### config.mk
export PLATFORM = sky130hd
export DESIGN_NAME = switch_port_arbiter_flat
export DESIGN_NICKNAME = d
export VERILOG_FILES = /design/src/rtl/switch_port_arbiter_if.sv /design/src/rtl/switch_port_arbiter.sv /design/src/flat_wrapper.sv
export SDC_FILE = /design/constraint.sdc
export NUM_CORES = 1
export LEC_CHECK = 0
export ABC_AREA = 1
export CORE_MARGIN = 1.5
export CORE_UTILIZATION = 51
export CTS_BUF_LIST = sky130_fd_sc_hd__clkbuf_8
export DETAILED_ROUTE_END_ITERATION = 10
export PLACE_DENSITY = 0.83
export SLEW_MARGIN = 20
export SYNTH_ARGS = -nofsm -noshare
export SYNTH_HDL_FRONTEND = slang
export SYNTH_SLANG_ARGS = --single-unit
### constraint.sdc
create_clock -name clk -period 2.6 [get_ports clk]
set_clock_uncertainty 0.15 [all_clocks]
set_input_delay 0.26 -clock clk [delete_from_list [all_inputs] [get_ports clk]]
set_output_delay 0.26 -clock clk [all_outputs]
set_load 0.01 [all_outputs]
### src/rtl/switch_port_arbiter_if.sv
// switch_port_arbiter_if
// Bundles the request/release/suspend inputs and the grant/ownership outputs
// exchanged between the input-port header decoders (master side) and the
// output-port arbiter (slave side).
//   req        : per-input packet-header-ready flags
//   req_target : per-input 4-bit target masks, input i on [4i+3:4i]
//   done       : per-input end-of-packet pulse
//   suspend    : per-output "do not start a new packet"
//   grant      : per-input ownership level
//   out_busy   : per-output owned flag
//   out_src    : per-output 2-bit owner index, output j on [2j+1:2j]
//   bad_req    : per-input illegal-request pulse
interface switch_port_arbiter_if #(
  parameter int NPORTS = 4
);
  logic [NPORTS-1:0]        req;
  logic [NPORTS*NPORTS-1:0] req_target;
  logic [NPORTS-1:0]        done;
  logic [NPORTS-1:0]        suspend;
  logic [NPORTS-1:0]        grant;
  logic [NPORTS-1:0]        out_busy;
  logic [2*NPORTS-1:0]      out_src;
  logic [NPORTS-1:0]        bad_req;

  modport master (
    output req, req_target, done, suspend,
    input  grant, out_busy, out_src, bad_req
  );

  modport slave (
    input  req, req_target, done, suspend,
    output grant, out_busy, out_src, bad_req
  );
endinterface

### src/rtl/switch_port_arbiter.sv
// switch_port_arbiter
// Round-robin output-port arbiter for the 4-port switch. An input is granted
// exclusive ownership of every output in its target mask for one packet;
// inputs with disjoint targets may own outputs concurrently. At most one new
// grant is issued per cycle. All outputs are registered.
//   clk   : switch clock
//   reset : synchronous active-high reset
//   bus   : switch_port_arbiter_if slave modport (see interface header)
module switch_port_arbiter #(
  parameter int NPORTS = 4
) (
  input  logic                  clk,
  input  logic                  reset,
  switch_port_arbiter_if.slave  bus
);

  logic [3:0] grant_reg, grant_next;
  logic [3:0] busy_reg, busy_next;
  logic [3:0] bad_reg, bad_next;
  logic [7:0] src_reg, src_next;
  logic [1:0] rr_reg, rr_next;

  logic [3:0] tgt [4];
  logic [3:0] legal;
  logic [3:0] pending;
  logic [3:0] eligible;
  logic [3:0] release_vec;

  logic       win_valid;
  logic [1:0] win_idx;
  logic [3:0] win_tgt;

  genvar gi;

  // Per-input classification. A request is "pending" only while it is not
  // already granted and not in its bad_req cycle, so a held req is masked.
  generate
    for (gi = 0; gi < NPORTS; gi++) begin : g_in
      assign tgt[gi]         = bus.req_target[4*gi +: 4];
      assign legal[gi]       = (tgt[gi] != 4'h0) &&
                               ((tgt[gi] == 4'hf) || !tgt[gi][gi]);
      assign pending[gi]     = bus.req[gi] & ~grant_reg[gi] & ~bad_reg[gi];
      assign eligible[gi]    = pending[gi] & legal[gi] &
                               ~(|(tgt[gi] & (busy_reg | bus.suspend)));
      assign release_vec[gi] = bus.done[gi] & grant_reg[gi];
    end
  endgenerate

  // Round-robin pick: walk the offsets from farthest to nearest so the
  // last assignment left standing is the first eligible input after rr_reg.
  always_comb begin
    logic [1:0] idx;
    win_valid = 1'b0;
    win_idx   = rr_reg;
    idx       = rr_reg;
    for (int k = 3; k >= 0; k--) begin
      idx = rr_reg + 2'(k);
      if (eligible[idx]) begin
        win_valid = 1'b1;
        win_idx   = idx;
      end
    end
  end

  assign win_tgt = tgt[win_idx];

  // Per-output ownership. A winner can never target an output being released
  // in the same cycle because eligibility excludes currently busy outputs.
  generate
    for (gi = 0; gi < NPORTS; gi++) begin : g_out
      logic own_rel;
      logic take;
      assign own_rel = busy_reg[gi] & release_vec[src_reg[2*gi +: 2]];
      assign take    = win_valid & win_tgt[gi];
      assign busy_next[gi] = take | (busy_reg[gi] & ~own_rel);
      assign src_next[2*gi +: 2] = take    ? win_idx :
                                   own_rel ? 2'd0    : src_reg[2*gi +: 2];
    end
  endgenerate

  assign grant_next = (grant_reg & ~release_vec) |
                      (win_valid ? (4'b0001 << win_idx) : 4'b0000);
  assign bad_next   = pending & ~legal;
  assign rr_next    = win_valid ? (win_idx + 2'd1) : rr_reg;

  always_ff @(posedge clk) begin
    if (reset) begin
      grant_reg <= 4'h0;
      busy_reg  <= 4'h0;
      bad_reg   <= 4'h0;
      src_reg   <= 8'h00;
      rr_reg    <= 2'd0;
    end else begin
      grant_reg <= grant_next;
      busy_reg  <= busy_next;
      bad_reg   <= bad_next;
      src_reg   <= src_next;
      rr_reg    <= rr_next;
    end
  end

  assign bus.grant    = grant_reg;
  assign bus.out_busy = busy_reg;
  assign bus.out_src  = src_reg;
  assign bus.bad_req  = bad_reg;

endmodule

### src/flat_wrapper.sv
// flat-port wrapper written by rule: the top's interface ports become plain ports
module switch_port_arbiter_flat 
#(
  parameter int NPORTS = 4
)
  (clk, reset, bus_req, bus_req_target, bus_done, bus_suspend, bus_grant, bus_out_busy, bus_out_src, bus_bad_req);
  switch_port_arbiter_if #(.NPORTS(NPORTS)) bus_i ();
  input  logic clk;
  input  logic reset;
  input wire logic [$bits(bus_i.req)-1:0] bus_req;
  input wire logic [$bits(bus_i.req_target)-1:0] bus_req_target;
  input wire logic [$bits(bus_i.done)-1:0] bus_done;
  input wire logic [$bits(bus_i.suspend)-1:0] bus_suspend;
  output wire logic [$bits(bus_i.grant)-1:0] bus_grant;
  output wire logic [$bits(bus_i.out_busy)-1:0] bus_out_busy;
  output wire logic [$bits(bus_i.out_src)-1:0] bus_out_src;
  output wire logic [$bits(bus_i.bad_req)-1:0] bus_bad_req;
  assign bus_i.req = bus_req;
  assign bus_i.req_target = bus_req_target;
  assign bus_i.done = bus_done;
  assign bus_i.suspend = bus_suspend;
  assign bus_grant = bus_i.grant;
  assign bus_out_busy = bus_i.out_busy;
  assign bus_out_src = bus_i.out_src;
  assign bus_bad_req = bus_i.bad_req;
  switch_port_arbiter #(.NPORTS(NPORTS)) u_core (.clk(clk), .reset(reset), .bus(bus_i));
endmodule
==> metrics.txt <==
Clk pin slew, worst setup/hold paths roughly 0.080 ns; htree depth 1; worst hold stages 2; CTS tree built; Final setup viols 0; Final Instance Area ~3000 um2; Post-Place Worst Slack -0.256 ns; Port-buffer cells 49; Final Critical Period around 2.5 ns; largest family of logic cells by synthesized area simple AND/OR/NAND/NOR gates; Worst setup EP type register; Placed Cells 450; Starting Density about 53%; wire per inst between 10 and 15 um; Max Slew Vio Count 0; Hold Buf Count CTS 0; simple-gate share of the synthesized area 47.7%; sequential share of the synthesized area 22.3%; Clk Latency, worst-skew pair approximately 0.26 ns; area of the mapped netlist between 1500 and 2000 um2; Slew headroom between 60% and 70%; Logic pwr share between 70% and 80%; Ant. Diodes 0; crit path DAT ~2.5 ns; multiplexer share of the synthesized area 0%; Int Pwr between 1.5 and 2 mW; clock buffer depth 2; CTS buffer count 3; share of post-route cells with drive strength above 1 between 20% and 30%; global route total overflow 0; Largest register FFs 8; RD Place Congestion 0.971; Starting DRT DRC Count approximately 210; Net Count, Synth about 360; R2R depth 14; XOR/XNOR Fraction of Synth Area less than 1%; placed inst area 2760 um2; clock sinks 22; Root Buffer Master clkbuf_8; Post-Synth Adder-Cell Area 2.54%; gr usage total 29.9%; full die area 4250 um2; delay-heaviest family, CP simple AND/OR/NAND/NOR gates; max cap viols 0; Synth Instances 325; slowest cell on the critical path dfxtp_1; Yosys reg bits 22; slack of the critical path 0.111 ns; syn_area_per_cell between 6 and 7 um2; Design Power around 3.4 mW; crit share post-route a little over nine tenths; Die Width about 65 um; post-synth cell types 30; Vias/cell approximately 5.6; outcome finished, final reports clean; WL final around 6800 um; WS Path Type register to register; Nets about 440; WP buf/inv 1; critical path cell sequence o21ai_1 > nand2_1 > nor2_4 > nand2_1 > nand2_1 > nand2_1 > o21ai_2 > inv_2 > nand3_1 > o21ai_4 > nand3_1 > nand3_2 > nand3_1 > a21oi_2; Core Region 3690 um2; Switching Fraction 51.9%; CP Depth 14; nature of the critical path startpoint register; Post-Layout Cell Count between 400 and 500; YS warnings 0; Critical Path Max Stage Delay 0.52 ns; clock share of power about 6.3%; worst slew pin tran approximately 0.53 ns; initial antenna violation count 0; crit-path max FO 7; Hold Fails Final Rpt 0; # IOs 50; peak supply drop between 0.8 and 0.9 mV; via count approximately 2500; FMAX between 400 and 500 MHz; vias in the first global route 2285; largest net degree at the start of global routing 21; Leakage between 1.5 and 2 nW; DP Wirelength around 4900 um; drt first pass iters 5; cell row count 22; post-synthesis compound-gate area fraction between 10% and 20%; first-pass GRT wire length ~10000 um; Storage cell area between 400 and 500 um2; sequential share of power approximately a fifth; DRC viols 0; Area Growth Syn to Fin 52.0%; Setup TNS 0 ns; most frequent CP cell nand2_1; worst hold path type register to register; ANT nets after route 0; fillers between 200 and 300; Psw roughly 1.8 mW; Worst Path Required about 2.6 ns; die height about 65 um; Multi-input gate area between 1000 and 1500 um2; Pwr per Cell Area roughly 1100 nW/um2
==> worst register-to-register path, stage by stage, from the launching register on <==
cell and delay [ns]:
dfxtp_1 0.52, o21ai_1 0.13, nand2_1 0.14, nor2_4 0.06
nand2_1 0.06, nand2_1 0.06, nand2_1 0.09, o21ai_2 0.05
inv_2 0.10, nand3_1 0.13, o21ai_4 0.33, nand3_1 0.24
nand3_2 0.15, nand3_1 0.09, a21oi_2 0.12
==> power by group through the flow <==
| stage | Sequential [mW] | Combinational [mW] | Clock, mW |
|---|---|---|---|
| 6_report | 0.636 | 2.55 | 0.213 |
| 5_1_grt | 0.653 | 2.77 | 0.225 |
| 4_1_cts | 0.619 | 2.28 | 0.213 |
| 3_5_place_dp | 0.627 | 2.26 | 0 |
| 3_3_place_gp | 0.623 | 2.18 | 0 |
| 2_1_floorplan | 0.634 | 1.42 | 0 |
==> layout by cell type, fill, tap and decap left out, types with 5 or more instances in the layout <==
cell type	instances
nor2_1	16
o21ai_1	9
inv_1	36
nand3_1	31
nor2_2	5
o21ai_2	8
nand4_1	9
nand3_2	17
buf_4	34
nand2_1	86
nand2_2	11
clkdlybuf4s50_1	29
o21ai_0	5
dlymetal6s2s_1	20
inv_2	9
dfxtp_1	20
a21oi_1	21
==> final cells by class <==
| type | count | share of cell area, % |
|---|---|---|
| multi-input cells | 251 | 48.4 |
| inverters | 46 | 5.85 |
| repair buffers | 85 | 27.6 |
| flip-flops and latches | 22 | 14.8 |
| well taps | 48 | 2.00 |
| clock buffers | 3 | 1.38 |
==> final timing paths <==
path / slack (ns) / startpoint / endpoint
min reg2reg: 0.35 / u_core.bus.grant[2] / u_core.bus.grant[2]
min: 0.35 / u_core.bus.grant[2] / u_core.bus.grant[2]
max: 0.11 / u_core.bus.out_busy[1] / u_core.bus.out_src[2]
max reg2reg: 0.11 / u_core.bus.out_busy[1] / u_core.bus.out_src[2]
==> synth_stat cells <==
library cell,n,share of area (%)
inv_4,1,0.32
buf_6,1,0.57
nand2_2,7,2.2
inv_2,7,1.3
nor2_4,1,0.57
dfxtp_1,22,22
o21bai_1,2,0.76
o21ai_0,8,2.0
o21ai_1,12,3.0
ha_1,4,2.5
a32oi_1,4,1.8
buf_2,3,0.76
o21ai_4,1,0.83
clkbuf_1,3,0.57
nand4_1,9,2.9
nor2_2,3,0.95
a21oi_1,24,6.1
inv_1,38,7.2
nand3b_1,2,0.76
nand3_4,1,0.89
xor2_2,1,0.83
nand2_4,4,2.3
a21oi_2,1,0.44
o21ai_2,2,0.89
nor3b_1,2,0.76
nor3_1,3,0.76
nand3_2,9,4.6
nor2_1,21,4.0
nand2_1,90,17
nand3_1,39,9.9
==> through the flow <==
stage,utilization [%],hold slack (ns)
after floorplan,-,0.273
after global placement,74.8,0.332
after detailed placement,74.8,0.343
after CTS,75.9,0.355
after global routing,81.2,0.382
final,81.2,0.353
==> cell families after synthesis <==
kind of cell	Yosys count
AO/OA/AOI/OAI	54
XOR/XNOR	1
adder cells (fa/ha/maj)	4
buffers and inverters	53
flip-flops	22
AND/OR/NAND/NOR	191
==> routing by layer <==
layer,GRT usage [%],vias to the layer above,part of all wire [%],wire length [um]
li1,-,1235,-,-
met1,39.4,1148,42,2840
met2,50.3,146,47,3200
met3,3.94,19,7.9,536
met4,10.2,0,3.0,200
met5,0,-,0,0
==> what timing repair did <==
item                                    CTS  global route
endpoints found under the setup margin    0            17
buffers inserted                          0             1
gates resized for setup                   0            58
No activity file was read; power rests on OpenSTA's default activity.
